--- src/rtl/load_store_unit.sv ---
// RV32I load/store unit: turns one request at a time into a byte-lane RAM access
// or an LED register access, then hands back a formatted, held response.
module load_store_unit #(
    parameter int              XLEN          = 32,
    parameter int              ALEN          = 32,
    parameter int              LED_WIDTH     = 4,
    parameter logic [ALEN-1:0] MMIO_LED_ADDR = 32'hFFFF_FFF0
) (
    input  logic                 clk,
    input  logic                 rst_n,
    input  logic                 req_valid,
    output logic                 req_ready,
    input  logic                 req_we,
    input  logic [2:0]           req_funct3,
    input  logic [ALEN-1:0]      req_addr,
    input  logic [XLEN-1:0]      req_wdata,
    output logic                 resp_valid,
    input  logic                 resp_ready,
    output logic [XLEN-1:0]      resp_rdata,
    output logic                 resp_error,
    output logic                 dmem_en,
    output logic [3:0]           dmem_we,
    output logic [ALEN-1:0]      dmem_addr,
    output logic [XLEN-1:0]      dmem_wdata,
    input  logic [XLEN-1:0]      dmem_rdata,
    output logic [LED_WIDTH-1:0] led_out
);

    typedef enum logic [1:0] {IDLE, LOAD_WAIT, RESP} state_t;

    state_t          state;
    state_t          state_next;
    logic            accept;
    logic            access_ok;
    logic            err;
    logic            mmio;
    logic [3:0]      byte_en;
    logic [ALEN-1:0] word_addr;
    logic [XLEN-1:0] store_data;
    logic [1:0]      off_q;
    logic [2:0]      funct3_q;
    logic            mmio_q;
    logic            error_q;
    logic [XLEN-1:0] rdata_q;
    logic [XLEN-1:0] load_word;
    logic [XLEN-1:0] load_fmt;
    logic [7:0]      byte_sel;
    logic [15:0]     half_sel;

    assign accept    = req_valid && (state == IDLE);
    assign access_ok = accept && !err;

    // Request decode: width from funct3[1:0]; funct3[2] is the unsigned flag, legal only on loads
    always_comb begin
        word_addr  = {req_addr[ALEN-1:2], 2'b00};
        mmio       = (word_addr == MMIO_LED_ADDR);
        err        = 1'b0;
        byte_en    = 4'b0000;
        store_data = '0;
        case (req_funct3[1:0])
            2'b00: begin
                byte_en    = 4'b0001 << req_addr[1:0];
                store_data = {(XLEN/8){req_wdata[7:0]}};
            end
            2'b01: begin
                byte_en    = req_addr[1] ? 4'b1100 : 4'b0011;
                store_data = {(XLEN/16){req_wdata[15:0]}};
                err        = req_addr[0];
            end
            2'b10: begin
                byte_en    = 4'b1111;
                store_data = req_wdata;
                err        = |req_addr[1:0];
            end
            default: err = 1'b1;
        endcase
        if (req_we && req_funct3[2])
            err = 1'b1;
        if (!req_we && (req_funct3 == 3'b110))
            err = 1'b1;
    end

    always_ff @(posedge clk or negedge rst_n) begin
        if (!rst_n)
            state <= IDLE;
        else
            state <= state_next;
    end

    always_comb begin
        state_next = state;
        case (state)
            IDLE:      if (accept) state_next = (req_we || err) ? RESP : LOAD_WAIT;
            LOAD_WAIT: state_next = RESP;
            RESP:      if (resp_ready) state_next = IDLE;
            default:   state_next = IDLE;
        endcase
    end

    always_comb begin
        req_ready  = (state == IDLE);
        resp_valid = (state == RESP);
        resp_rdata = resp_valid ? rdata_q : '0;
        resp_error = resp_valid && error_q;
        dmem_en    = access_ok && !mmio;
        dmem_we    = (access_ok && !mmio && req_we) ? byte_en : 4'b0000;
        dmem_addr  = access_ok ? word_addr : '0;
        dmem_wdata = (access_ok && req_we) ? store_data : '0;
    end

    // Load formatting works on the offset and funct3 captured at acceptance
    always_comb begin
        load_word = mmio_q ? {{(XLEN-LED_WIDTH){1'b0}}, led_out} : dmem_rdata;
        byte_sel  = load_word[{off_q, 3'b000} +: 8];
        half_sel  = load_word[{off_q[1], 4'b0000} +: 16];
        case (funct3_q)
            3'b000:  load_fmt = {{(XLEN-8){byte_sel[7]}}, byte_sel};
            3'b100:  load_fmt = {{(XLEN-8){1'b0}}, byte_sel};
            3'b001:  load_fmt = {{(XLEN-16){half_sel[15]}}, half_sel};
            3'b101:  load_fmt = {{(XLEN-16){1'b0}}, half_sel};
            default: load_fmt = load_word;
        endcase
    end

    always_ff @(posedge clk or negedge rst_n) begin
        if (!rst_n) begin
            off_q    <= 2'b00;
            funct3_q <= 3'b000;
            mmio_q   <= 1'b0;
            error_q  <= 1'b0;
            rdata_q  <= '0;
            led_out  <= '0;
        end else begin
            if (accept) begin
                off_q    <= req_addr[1:0];
                funct3_q <= req_funct3;
                mmio_q   <= mmio;
                error_q  <= err;
                rdata_q  <= '0;
            end else if (state == LOAD_WAIT) begin
                rdata_q  <= load_fmt;
            end
            if (access_ok && req_we && mmio && byte_en[0])
                led_out <= store_data[LED_WIDTH-1:0];
        end
    end

endmodule
--- config.mk ---
export PLATFORM = sky130hd
export DESIGN_NAME = load_store_unit
export DESIGN_NICKNAME = d
export VERILOG_FILES = /design/src/rtl/load_store_unit.sv
export SDC_FILE = /design/constraint.sdc
export NUM_CORES = 1
export LEC_CHECK = 0
export CORE_MARGIN = 1.5
export CORE_UTILIZATION = 34
export CTS_CLUSTER_DIAMETER = 80
export DETAILED_ROUTE_END_ITERATION = 10
export HOLD_SLACK_MARGIN = 0.05
export PLACE_DENSITY = 0.78
export SYNTH_ARGS = -nofsm -noshare
export SYNTH_HDL_FRONTEND = slang
export SYNTH_SLANG_ARGS = --single-unit
--- constraint.sdc ---
create_clock -name clk -period 3.4 [get_ports clk]
set_input_delay 1.02 -clock clk [delete_from_list [all_inputs] [get_ports clk]]
set_output_delay 1.02 -clock clk [all_outputs]
set_load 0.01 [all_outputs]
# After elaboration in Yosys (flattened, before gate mapping)
# Cells that the tools add are included.
totals:
  output_inout_bits: 108
  input_bits: 104
  register_bits: 45
classes:
  n_eq_ne: 11
  shifts: 3
  mux: 18
  reduce_logical: 20
op_table:
  columns: ["op", "count"]
  rows:
  - ["two-way mux 32 bit", 6]
  - ["case mux 32 bit (4 select lines)", 1]
  - ["case mux 32 bit (3 select lines)", 1]
  - ["variable part select 32 x 6 -> 16 bit", 1]
  - ["variable part select 32 x 6 -> 8 bit", 1]
  - ["equality test 30 bit (second input constant)", 1]
  - ["case mux 4 bit (3 select lines)", 1]
  - ["logical AND 1 bit", 10]
  - ["equality test 3 bit (second input constant)", 3]
  - ["two-way mux 4 bit", 2]
  - ["two-way mux 2 bit", 3]
  - ["case mux 2 bit (3 select lines)", 1]
  - ["equality test 2 x 1 -> 1 bit (second input constant)", 2]
  - ["equality test 2 bit (second input constant)", 2]
  - ["logical NOT 2 bit", 2]
  - ["inequality test 2 x 1 -> 1 bit (second input constant)", 2]
  - ["<< shifter 1 x 2 -> 4 bit (first input constant)", 1]
  - ["equality test 3 x 1 -> 1 bit (second input constant)", 1]
  - ["logical NOT 1 bit", 3]
  - ["logical NOT 3 bit", 1]
  - ["case mux 1 bit (3 select lines)", 1]
  - ["two-way mux 1 bit", 2]
  - ["AND reduction 2 bit", 1]
  - ["nonzero test 2 bit", 1]
  - ["other kinds (2)", 2]

# Longest topological paths before layout
# Gate-level depths: netlist (run 1).
logic_depth:
  depth_word: 9
  ltp_mapped: 6
  ltp_nobuf: 4

# Least setup slack after synthesis (run 1)
# OpenSTA, ideal clock, no wires.
synth_timing:
  path_kind: "in2out"
  from: "in req_funct3[0]"
  to: "out dmem_wdata[29]"
  setup_slack_ns: -0.051
  t_arrival_ns: 2.431
  t_required_ns: 2.380
  stages: 6
  cell_sequence: "buf_6 -> or4_4 -> a21oi_2 -> nand2_1 -> clkbuf_1 -> a21oi_1"
synth_via:
  elab_chain_len: 8
  word_cells_on_any_way: 13
  classes_between: "3 x eq/ne; 5 x mux; 5 x reduce/logical"
synth_lines:
  columns: ["element", "line_no", "text"]
  rows:
  - ["start, declared", "14", "input logic [2:0] req_funct3,"]
  - ["equality test 2 bit (tied with other cells)", "60", "case (req_funct3[1:0])"]
  - ["case mux 1 bit (3 select lines)", "60", null]
  - ["two-way mux 1 bit", "77", "if (req_we && req_funct3[2])"]
  - ["two-way mux 1 bit", "79", "if (!req_we && (req_funct3 == 3'b110))"]
  - ["logical NOT 1 bit", "51", "assign access_ok = accept && !err;"]
  - ["logical AND 1 bit", "51", null]
  - ["logical AND 1 bit", "108", "dmem_wdata = (access_ok && req_we) ? store_data : '0;"]
  - ["two-way mux 32 bit (*)", "108", null]
  - ["end, declared", "24", "output logic [XLEN-1:0] dmem_wdata,"]
# Every way passes the cells marked *; elsewhere a longest branch is shown, timed or not.

# Worst setup path after layout (run 1)
layout_timing:
  from: "in req_addr[3]"
  to: "out dmem_we[1]"
layout_via:
  elab_chain_len: 5
layout_lines:
  columns: ["element", "line_no", "text"]
  rows:
  - ["start, declared", "15", "input logic [ALEN-1:0] req_addr,"]
  - ["equality test 30 bit", "56", "mmio = (word_addr == MMIO_LED_ADDR);"]
  - ["logical NOT 1 bit", "106", "dmem_we = (access_ok && !mmio && req_we) ? byte_en : 4'b0000;"]
  - ["logical AND 1 bit (2 in series)", "106", null]
  - ["two-way mux 4 bit", "106", null]
  - ["end, declared", "22", "output logic [3:0] dmem_we,"]
# Every way passes these cells.

==> impl_summary.md, run 1 <==
Status
The run finished, with violations left. The checks that failed: setup timing.

Die
The area inside the core boundary is just under 10000 µm². The area of the die is between 10000 and 15000 µm². The initial cell density of the core is between 30% and 40%. The top-level I/O count is around 210. The floorplan has 36 rows. Measured along the y axis, the die boundary spans 104 µm. The die boundary width is just over 100 µm.

Setup path
The startpoint type of the worst setup path is an input pin. At the worst endpoint, the arrival time is roughly 2.5 ns. For the worst flop-to-flop path, the logic depth is 3.

The critical path goes through buf_6 -> nand4b_1 -> or4_4 -> o211ai_1 -> buf_4 -> a21oi_2 -> buf_2. The cell with the largest stage delay on the worst path is sky130_fd_sc_hd__or4_4. In this run the critical register-to-register path is captured at rdata_q[31]. The category of the most critical setup path is input pin to output port. Of all nets on the critical path, the largest fanout is 3. The worst reg2reg path startpoint is funct3_q[1]. For this run, the slowest stage of the critical path takes about 0.56 ns. The minimum setup slack among reg-to-reg paths is around 1.3 ns. The data required time at the worst endpoint is 2.38 ns.

The capturing element type of the critical path is an output port.

Global routing
The first-pass GRT wire length is ~22000 µm. Entering global routing, the biggest net connects between 40 and 50 pins. The via count of the first global-routing pass came to roughly 4400. Summed over all layers, the global routing overflow is 0. The initial antenna violation count is 0. The overall global routing resource usage is between 20% and 30%.

CTS
Hold repair after CTS inserted 0 buffers. At the later pin of the worst-skew pair, clock insertion delay measures between 0.3 and 0.4 ns. No sink is reached through more buffers than the 2 on the longest clock path. The clock sink count is between 40 and 50. The H-tree level count is 2. Clock tree synthesis inserted a total of 5 buffers. The cell sitting at the root of the clock tree is a sky130_fd_sc_hd__clkbuf_8. TritonCTS built the clock tree.

The clock input transition at the sequential cells of the worst setup and hold paths is ~0.09 ns.

Timing
Derived from the worst setup path, the maximum achievable clock frequency is approximately 0.28 GHz. The largest clock skew in the final design is 0.00880 ns. Setup repair after global routing could not meet its margin everywhere. The post-route worst setup slack is -0.160 ns.

The slew at the pin with the worst max-slew slack is between 1 and 1.5 ns. The hold violation count in the final report came to 0. The ratio of final minimum period to clock period is 105%. Headroom to the max-slew limit came out at about 25%. The number of pins with negative max-slew slack in the final report is 0. Setup violations remaining at the end of the flow were counted as 56. The shortest period the worst path allows is 3.56 ns. The final-layout setup total negative slack is -4.62 ns.

Routing
After detailed routing, the wire length on met1 is about 5300 µm. The detailed router used layers up to and including met4. In the routed design, unresolved DRC markers number 0. The first routing iteration left approximately 140 violations. In this run the remaining antenna-violating nets after routing total 0.

The routed design uses about 7000 µm of met2 wire. For this run, the detailed router's first-pass iteration total came to 4. The routed design uses 1080 µm of met3 wire.

The average routed wire per standard cell is around 17 µm. The wire length after detailed routing is between 10000 and 15000 µm. The number of vias after detailed routing is roughly 4200.

Using the TritonRoute via totals, the vias-per-cell ratio works out to ~5.2.

Final layout
The combined flip-flop and latch cell area is ~1100 µm². The number of cells in the finished layout apart from fillers is a little over 800. 0 antenna diodes ended up in the layout. The fraction of final layout cells sized beyond drive strength 1 is around 36%. The net count reported at finish is approximately 800. The layout overhead on the synthesized area is 84.5%.

The multi-input logic area is 2410 µm². The number of filler instances in the final layout is around 850.

Logic synthesis
Sorting the synthesized cells by area gives the leading types as sky130_fd_sc_hd__dfrtp_1, sky130_fd_sc_hd__and2_1, sky130_fd_sc_hd__nand2_1. The top cell type by area accounts for around a third of the synthesized area. The dominant synthesized flop cell is sky130_fd_sc_hd__dfrtp_1. After synthesis, the netlist uses 45 different library cells.

The synthesized design contains 45 register bits. A synthesized cell averages between 7 and 8 µm². After technology mapping, the gate count stands at approximately 440. After synthesis, the share of flip-flops with an asynchronous set or reset is between 90% and 100%. In this run, synthesis inferred 0 flip-flops with an integrated enable. Yosys printed 0 warnings.

The post-synthesis sequential area ratio is 32.5%. The synthesized netlist occupies a cell area of 3460 µm². The cell taking the most area after synthesis is sky130_fd_sc_hd__dfrtp_1.

Job
The max-cap check violation count is 0.

Place
The number of placed instances, taps included, is around 790. OpenSTA, run right after detailed placement, puts the worst setup slack at -0.904 ns. Port buffering added roughly 210 buffers. The weighted congestion reported at the end of routability-driven placement is around 0.9. The total half-perimeter wirelength after legalization and detailed placement is ~11000 µm.

Min path
The type of the most critical hold path is flop to flop. The end point of the worst hold path is rdata_q[5]. The number of stages on the worst hold path is 2. The worst hold path begins at rdata_q[5].

Power and ir drop
IR analysis of the VDD net gives a maximum drop of ~0.19 mV. The power density of the placed cells is 340 nW/µm². The static power due to leakage is around 2.9 nW.
[critical path, delay by kind of cell]
kind	cells	cell delay, ns
AND/OR/NAND/NOR	2	0.71
AO/OA/AOI/OAI	2	0.36
buffers and inverters	3	0.44
[state kept, by name, summed over array words and instances (netlist names)]
name      cells
off_q         2
funct3_q      3
state         2
error_q       1
mmio_q        1
led_out       4
rdata_q      32
[routing by layer]
metal  track usage, %  up-vias
met5                0        -
met4             10.5        0
met3             6.27       38
met2             45.0      196
met1             28.6     1986
li1                 -     1982
[per-stage QoR]
stage | util [%] | cell area, µm² | hold WS (ns) | power [mW]
2_1_floorplan | - | 3500 | 0.440 | 1.22
6_report | 65.1 | 6390 | 0.483 | 2.17
5_1_grt | 65.1 | 6390 | 0.521 | 2.30
3_5_place_dp | 60.4 | 5930 | 0.468 | 1.64
3_3_place_gp | 60.4 | 5930 | 0.459 | 1.61
4_1_cts | 61.3 | 6010 | 0.489 | 2.13
[area by class of cell]
type | count | area share, %
clock buffers | 5 | 1.08
clock inverters | 3 | 1.02
inverters | 17 | 0.998
multi-input cells | 348 | 37.7
flip-flops and latches | 45 | 17.6
well taps | 133 | 2.60
repair buffers | 264 | 38.9
[synthesized netlist by cell type, drive strengths merged (2+ instances only)]
| cell | n |
|---|---|
| o21ai | 34 |
| nand4b | 2 |
| dfrtp | 45 |
| o31ai | 5 |
| or3b | 2 |
| nor2b | 14 |
| and2 | 66 |
| nand4 | 5 |
| nor2 | 16 |
| or4 | 3 |
| mux2 | 22 |
| inv | 17 |
| mux2i | 12 |
| nand2b | 8 |
| a211oi | 5 |
| a21oi | 39 |
| a22oi | 8 |
| clkbuf | 26 |
| and3 | 8 |
| a32o | 7 |
| buf | 8 |
| nand2 | 75 |
[report_power, final]
part           total [mW]  switching, mW  internal (mW)  leakage, nW
sequential          0.666         0.0673          0.599        0.588
combinational        1.03          0.516          0.509         2.20
clock               0.484          0.192          0.292       0.0681
[cells in the final DEF (no fill, tap or decap), types with 19 or more instances in the layout]
master                            synthesis  routed
sky130_fd_sc_hd__clkdlybuf4s50_1          0     104
sky130_fd_sc_hd__nand2_1                 75      74
sky130_fd_sc_hd__buf_6                    1      53
sky130_fd_sc_hd__dfrtp_1                 45      45
sky130_fd_sc_hd__and2_1                  66      39
sky130_fd_sc_hd__buf_4                    2      39
sky130_fd_sc_hd__buf_2                    4      36
sky130_fd_sc_hd__and2_4                   0      27
sky130_fd_sc_hd__o21ai_1                 22      22
sky130_fd_sc_hd__a21oi_1                 38      20
sky130_fd_sc_hd__mux2_2                  19      19
[logic make-up after synthesis]
kind of cell / synth area share (%)
simple gates: 30.8
compound gates: 19.2
buf+inv: 6.11
flops: 32.5
mux: 11.3
other cells: 0.108
[timing repair]
item / 4_1_cts / 5_1_grt
gates resized for setup: 417 / 92
setup endpoints to repair: 67 / 67
gates cloned: 3 / 2
hold endpoints to repair: 0 / 0
pin swaps: 27 / 37
buffers inserted: 7 / 2
[how the worst max path moves through the flow]
stage / endpoint / from / cells past startpoint / slack [ns]
2_1_floorplan: dmem_wdata[11] / req_funct3[0] / 6 / -0.05
3_3_place_gp: dmem_wdata[0] / req_addr[1] / 6 / -0.87
3_5_place_dp: dmem_wdata[25] / req_addr[1] / 7 / -0.90
4_1_cts: dmem_wdata[25] / req_addr[0] / 8 / -0.15
5_1_grt: dmem_we[3] / req_addr[10] / 7 / -0.22
6_report: dmem_we[1] / req_addr[3] / 7 / -0.16
Power figures use the tool's default switching activity.
==> inputs of run 2 (changes only) <==
Settings changed: CORE_UTILIZATION 34 to 41, PLACE_DENSITY 0.78 to 0.88.
Clock period 3.4 ns to 4.44 ns, I/O delays scaled along.
==> run 2 against run 1 <==
Net effect:
- the flow now finishes without violations
- final cell count is 6.0% lower
- global-route usage increased by 3.5 points
- non-clock buffer count fell by 21
- total power down 31%
- largest cell class unchanged
- via count fell by 0.98%
- sequential share of layout area is 1.8 points higher
- highest routed layer unchanged
==> impl_summary.md, run 2 (synthesis results as in run 1) <==
Status
Run status: finished, final reports clean (was complete, but fails checks).

CTS
The clock sink count was 45 (unchanged). The CTS tree is done (unchanged). The TritonCTS buffer count is 5 (unchanged). The CTS root buffer is sky130_fd_sc_hd__clkbuf_8 (unchanged). The clock network latency to the later pin of the worst-skew pair is 0.31 ns (about the same).

The clock input transition at the sequential cells of the worst setup and hold paths was 0.08 ns (was 0.09 ns). The maximum root-to-sink buffer count came to 2 (unchanged). The hold buffer count at cts is 0 (unchanged). The H-tree level count was 2 (unchanged).

Min path
The type of the most critical hold path is flop to flop (unchanged).

Global routing
The initial antenna violation count is 0 (unchanged). The via count of the first global-routing pass was 4091 (was 4355). The largest net degree at the start of global routing is 46 (unchanged). The overall global routing resource usage is 28.7% (was 25.2%). The total overflow reported by the global router is 0 (unchanged). The first-pass GRT wire length is 20000 µm (was 22000 µm).

Place
The number of placed instances with taps included is 750 (was 794). The weighted congestion reported at the end of routability-driven placement is 0.869 (was 0.896). The total half-perimeter wirelength after legalization and detailed placement is 9990 µm (was 10600 µm). The count of input and output buffers is 209 (unchanged). The post-place setup slack was -0.554 ns (was -0.904 ns). The instance area after placement is 5750 µm² (was 5930 µm²).

Timing
The worst hold margin is 0.485 ns (was 0.483 ns). The final-layout setup total negative slack is 0 ns (was -4.62 ns). The ratio of final minimum period to clock period is a little over nine tenths. The total setup violations reported at the end of the flow was 0 (was 56). The headroom to the max-slew limit is 29.5% (was 25.0%). The number of pins with negative max-slew slack in the final report is 0 (unchanged).

Setup repair after global routing missed its margin: no (was yes). The slew at the pin with the worst max-slew slack is 1.06 ns (was 1.12 ns). The post-route worst setup slack is 0.0521 ns (was -0.160 ns). The largest clock skew in the final design came to 0.00894 ns (was 0.00880 ns). For this run, the top clock speed supported by timing is approximately 0.23 GHz. The hold violation count in the final report is 0 (unchanged). Subtracting the final worst setup slack from the clock period gives 4.39 ns.

Setup path
The cell with the largest stage delay on the worst path is sky130_fd_sc_hd__or4_4 (unchanged). The delay of the slowest cell on the worst path is 0.55 ns (was 0.56 ns). The category of the most critical setup path is input pin to output port (unchanged).

The top fanout value on the critical path is 24 (was 3). The data required time at the worst endpoint was 3.11 ns (was 2.38 ns). Crit-path cells: dlygate4sd2_1 -> or4_4 -> a21oi_4 -> nand2_1 -> buf_12 -> a21oi_1 -> clkdlybuf4s15_2 (was buf_6 -> nand4b_1 -> or4_4 -> o211ai_1 -> buf_4 -> a21oi_2 -> buf_2). The startpoint type of the worst setup path is an input pin (unchanged).

The worst path buffer plus inverter count is 3 (unchanged). The family of cells with the greatest summed delay on the critical path is buffers and inverters (was simple AND/OR/NAND/NOR gates). The capturing element type of the critical path is an output port (unchanged). The critical path data arrival time is 3.06 ns (was 2.54 ns).

Final layout
Regs by FF count: rdata_q: 32 flops, led_out: 4 flops, funct3_q: 3 flops (unchanged). The number of filler instances in the final layout was 704 (was 852). Highest-count cells in the layout ignoring fill and taps: sky130_fd_sc_hd__clkdlybuf4s50_1, sky130_fd_sc_hd__nand2_1, sky130_fd_sc_hd__and2_1, sky130_fd_sc_hd__dfrtp_1, sky130_fd_sc_hd__a21oi_1 (was sky130_fd_sc_hd__clkdlybuf4s50_1, sky130_fd_sc_hd__nand2_1, sky130_fd_sc_hd__buf_6, sky130_fd_sc_hd__dfrtp_1). The register name with the most flops is rdata_q (unchanged). The number of cells in the finished layout apart from fillers came to 766 (was 815). The most common library cell in the layout ignoring fill and taps is sky130_fd_sc_hd__clkdlybuf4s50_1 (unchanged). The final core area utilization was 70.6% (was 65.1%).

The final instance area was 5800 µm² (was 6390 µm²). The flip-flop count of the largest register after layout was 32 (unchanged). The number of antenna diodes came to 0 (unchanged).

The net count reported at finish is 764 (was 785). The fraction of final layout cells sized beyond drive strength 1 is 18.2% (was 36.1%). The layout overhead on the synthesized area is 67.4% (was 84.5%).

Die
The area of the die is 9010 µm² (was 10800 µm²). The standard-cell row count is 33 (was 36). The area inside the core boundary is 8220 µm² (was 9820 µm²). The die boundary width came to 94.9 µm (was 104 µm). The top-level I/O count was 212 (unchanged). The initial cell density of the core was 42.2% (was 35.3%).

The y dimension of the die is 94.9 µm (was 104 µm).

Power and ir drop
The overall power is 1.49 mW (was 2.17 mW). The power density of the placed cells came to 258 nW/µm² (was 340 nW/µm²). The static power due to leakage was 2.70 nW (was 2.86 nW). The maximum vdd drop is 0.143 mV (was 0.185 mV).

Routing
The number of optimization iterations in the first detailed-route pass is 5 (was 4). The wire length after detailed routing is 13000 µm (was 14100 µm). The number of vias after detailed routing is 4161 (was 4202). The via count normalized by instance count is 5.43 (was 5.16).

The first-iteration detailed-routing DRC count is 226 (was 143). The residual DRC count is 0 (unchanged). The average routed wire per standard cell is 17.0 µm (was 17.2 µm). The count of nets left with antenna violations after detail routing is 0 (unchanged).

Job
The max-cap check violation count is 0 (unchanged).
## run 2: metal layers
metal,track usage (%),wire length (µm),vias up
li1,-,-,1947
met1,32.0,4720,1958
met2,51.7,6620,225
met3,7.89,1220,31
met4,10.7,435,0
met5,0,0,-
## run 2: where the power goes
group          internal (mW)  leakage (nW)  total, mW  switching (mW)
Combinational          0.344          2.06      0.693           0.349
Sequential             0.458         0.588      0.528          0.0700
Clock                  0.126        0.0512      0.273           0.147
Total                  0.928          2.70       1.49           0.566
## run 2: tightest hold or removal path, stage by stage (launching register included)
cell,delay (ns)
sky130_fd_sc_hd__dfrtp_1,0.35
sky130_fd_sc_hd__nand2_1,0.05
sky130_fd_sc_hd__o31ai_1,0.05
## run 2: worst paths after layout
check,end,from,depth (start not counted),slack (ns)
max,dmem_wdata[25],req_addr[0],7,0.05
min,rdata_q[2],rdata_q[2],2,0.48
max reg2reg,rdata_q[8],off_q[1],4,2.09
min reg2reg,rdata_q[2],rdata_q[2],2,0.48
max in group asynchronous,rdata_q[15],rst_n,1,2.63
min in group asynchronous,rdata_q[21],rst_n,1,1.18
## run 2: area by class of cell
type | count | area (µm²) | area share, %
inverters | 17 | 63.8 | 1.10
clock inverters | 2 | 13.8 | 0.237
repair buffers | 243 | 2210 | 38.1
well taps | 105 | 131 | 2.27
flip-flops and latches | 45 | 1130 | 19.4
clock buffers | 6 | 82.6 | 1.42
multi-input cells | 348 | 2170 | 37.5
## run 2: what timing repair did
item | 4_1_cts | 5_1_grt
pin swaps | 8 | 6
cloned | 1 | 0
setup buffers | 7 | 0
resized for setup | 225 | 29
setup endpoints to repair | 67 | 25
==> inputs of run 3 (changes only) <==
Settings changed: CORE_UTILIZATION 41 to 42, CTS_BUF_LIST set to sky130_fd_sc_hd__clkbuf_2 sky130_fd_sc_hd__clkbuf_4 sky130_fd_sc_hd__clkbuf_8, PLACE_DENSITY 0.88 to 0.89, REMOVE_ABC_BUFFERS set to 1.
==> run 3 against run 2 <==
Net effect:
- flip-flop and latch count is the same
- first-iteration DRC count is 4.0% lower
- combinational power is 2% higher
- sequential power barely moved
- clock power rose by 20%
- count of clock-buffer cells in the layout increased by 1
- total power is 4.8% higher
- maximum frequency down 0.95%
- die area fell by 2.3%
- cell area rose by 2.7%
- setup slack got worse by 0.042 ns
- critical path type unchanged
- largest power group unchanged
==> impl_summary.md, run 3 (synthesis results as in run 1) <==
Status
Run status: finished, final reports clean (unchanged).

Die
The standard-cell row count is 32 (was 33). The area inside the core boundary is 7850 µm² (was 8220 µm²). The initial cell density of the core is 44.1% (was 42.2%).

The area of the die is 8800 µm² (was 9010 µm²). The die boundary width is 93.8 µm (was 94.9 µm). The top-level I/O count is 212 (unchanged). The y dimension of the die is 93.8 µm (was 94.9 µm).

CTS
The CTS tree is done (unchanged). The maximum root-to-sink buffer count is 2 (unchanged). The TritonCTS buffer count is 5 (unchanged). The CTS root buffer is sky130_fd_sc_hd__clkbuf_8 (unchanged). The clock network latency to the later pin of the worst-skew pair came to 0.30 ns (was 0.31 ns). The H-tree level count is 2 (unchanged). The clock input transition at the sequential cells of the worst setup and hold paths was 0.08 ns (about the same). The hold buffer count at cts came to 0 (unchanged).

The clock sink count came to 45 (unchanged).

Routing
The average routed wire per standard cell is 18.1 µm (was 17.0 µm). The number of optimization iterations in the first detailed-route pass is 4 (was 5). The number of vias after detailed routing is 4133 (was 4161). The via count normalized by instance count was 5.35 (was 5.43). The count of nets left with antenna violations after detail routing is 0 (unchanged). The residual DRC count is 0 (unchanged).

The wire length after detailed routing is 14000 µm (was 13000 µm). The first-iteration detailed-routing DRC count is 217 (was 226).

Timing
The shortest period the worst path allows is 4.43 ns (was 4.39 ns). The post-route worst setup slack was 0.0102 ns (was 0.0521 ns). The worst hold margin is 0.477 ns (was 0.485 ns). The total setup violations reported at the end of the flow is 0 (unchanged).

The headroom to the max-slew limit is 32.1% (was 29.5%). The highest achievable clock rate was 0.226 GHz (was 0.228 GHz). The number of pins with negative max-slew slack in the final report is 0 (unchanged).

The largest clock skew in the final design came to 0.00317 ns (was 0.00894 ns). The slew at the pin with the worst max-slew slack was 1.02 ns (was 1.06 ns). The hold violation count in the final report came to 0 (unchanged).

The ratio of final minimum period to clock period came to 99.8% (was 98.8%).

Setup path
The capture instance of the worst register-to-register path is rdata_q[9] (was rdata_q[8]). The critical path data arrival time is 3.10 ns (was 3.06 ns). The startpoint type of the worst setup path is an input pin (unchanged). The worst reg2reg path startpoint is off_q[1] (unchanged). The top fanout value on the critical path is 6 (was 24). The number of cells traversed by the worst register-to-register path came to 4 (unchanged). The minimum setup slack among reg-to-reg paths is 2.01 ns (was 2.09 ns). The data required time at the worst endpoint came to 3.11 ns (about the same). The capturing element type of the critical path is an output port (unchanged). The category of the most critical setup path is input pin to output port (unchanged).

Final layout
The final instance area came to 5960 µm² (was 5800 µm²). Highest-count cells in the layout ignoring fill and taps: sky130_fd_sc_hd__clkdlybuf4s50_1, sky130_fd_sc_hd__nand2_1, sky130_fd_sc_hd__and2_1, sky130_fd_sc_hd__buf_2, sky130_fd_sc_hd__dfrtp_1 (was sky130_fd_sc_hd__clkdlybuf4s50_1, sky130_fd_sc_hd__nand2_1, sky130_fd_sc_hd__and2_1, sky130_fd_sc_hd__dfrtp_1, sky130_fd_sc_hd__a21oi_1). The number of cells in the finished layout apart from fillers is 772 (was 766). The most common library cell in the layout ignoring fill and taps is sky130_fd_sc_hd__clkdlybuf4s50_1 (unchanged).

Regs by FF count: rdata_q: 32 flops, led_out: 4 flops, funct3_q: 3 flops (unchanged). The net count reported at finish is 772 (was 764). The flip-flop count of the largest register after layout is 32 (unchanged).

The fraction of final layout cells sized beyond drive strength 1 was 24.1% (was 18.2%). The layout overhead on the synthesized area was 72.0% (was 67.4%). The number of filler instances in the final layout is 591 (was 704). The register name with the most flops is rdata_q (unchanged).

Min path
The number of stages on the worst hold path is 2 (unchanged). The end point of the worst hold path is rdata_q[3] (was rdata_q[2]). The type of the most critical hold path is flop to flop (unchanged). The launch point of the worst hold path is rdata_q[3] (was rdata_q[2]).

Global routing
The initial antenna violation count was 1 (was 0). The largest net degree at the start of global routing is 46 (unchanged). The total overflow reported by the global router is 0 (unchanged). The via count of the first global-routing pass is 4386 (was 4091). The first-pass GRT wire length came to 21500 µm (was 20000 µm). The overall global routing resource usage is 31.1% (was 28.7%).

Power and ir drop
The maximum vdd drop is 0.153 mV (was 0.143 mV). The overall power is 1.57 mW (was 1.49 mW). The static power due to leakage is 2.84 nW (was 2.70 nW). The power density of the placed cells is 263 nW/µm² (was 258 nW/µm²).

Job
The max-cap check violation count is 0 (unchanged).

Place
The number of placed instances with taps included is 754 (was 750). The total half-perimeter wirelength after legalization and detailed placement is 10700 µm (was 9990 µm). The count of input and output buffers is 209 (unchanged).

The instance area after placement is 5800 µm² (was 5750 µm²). The weighted congestion reported at the end of routability-driven placement is 0.867 (was 0.869). The post-place setup slack is -0.512 ns (was -0.554 ns).
run 3: repair_timing:
action                     in CTS  in global routing
resized for setup             262                 43
hold endpoints to repair        0                  0
buffers inserted                6                  0
setup endpoints to repair      67                 27
pin swaps                       7                  6
cloned                          1                  2
run 3: routing by layer:
| metal | wire, µm | global-route usage (%) |
|---|---|---|
| met4 | 336 | 9.20 |
| met5 | 0 | 0 |
| met3 | 1290 | 9.30 |
| met1 | 5150 | 34.5 |
| met2 | 7200 | 56.8 |
run 3: how the worst max path moves through the flow:
stage,startpoint,to,slack (ns),depth (start not counted)
floorplan,req_funct3[0],dmem_wdata[10],-0.28,4
global placement,req_addr[0],dmem_we[3],-0.47,6
detailed placement,req_addr[0],dmem_we[3],-0.51,6
CTS,req_addr[6],dmem_en,0.002,7
global route,req_addr[18],dmem_we[0],-0.03,7
finish,req_addr[0],dmem_wdata[15],0.01,8
run 3: layout make-up:
class	instances	area, µm²	area share, %
timing repair buffer	251	2300	38.6
multi-input combinational	348	2220	37.2
sequential	45	1130	18.9
tap	102	128	2.14
clock buffer	7	90.1	1.51
inverter	17	63.8	1.07
clock inverter	1	30.0	0.504
antenna	1	2.50	0.0420
run 3: critical path, cell delays in order:
cell and delay, ns:
sky130_fd_sc_hd__dlygate4sd2_1 0.28, sky130_fd_sc_hd__or4_4 0.56, sky130_fd_sc_hd__a21oi_4 0.23, sky130_fd_sc_hd__buf_6 0.15
sky130_fd_sc_hd__nand2_4 0.08, sky130_fd_sc_hd__clkbuf_16 0.17, sky130_fd_sc_hd__a21oi_1 0.13, sky130_fd_sc_hd__buf_2 0.17
run 3: per-stage QoR:
step                setup TNS (ns)  utilization [%]
floorplan                    -6.36                -
global placement            -26.97             73.9
detailed placement          -30.38             73.9
CTS                              0             74.8
global route                -0.170             75.9
finish                           0             75.9
run 3: power breakdown:
part / switching (mW) / total [mW] / internal [mW]
sequential: 0.0718 / 0.530 / 0.458
clock: 0.137 / 0.327 / 0.190
combinational: 0.354 / 0.710 / 0.356
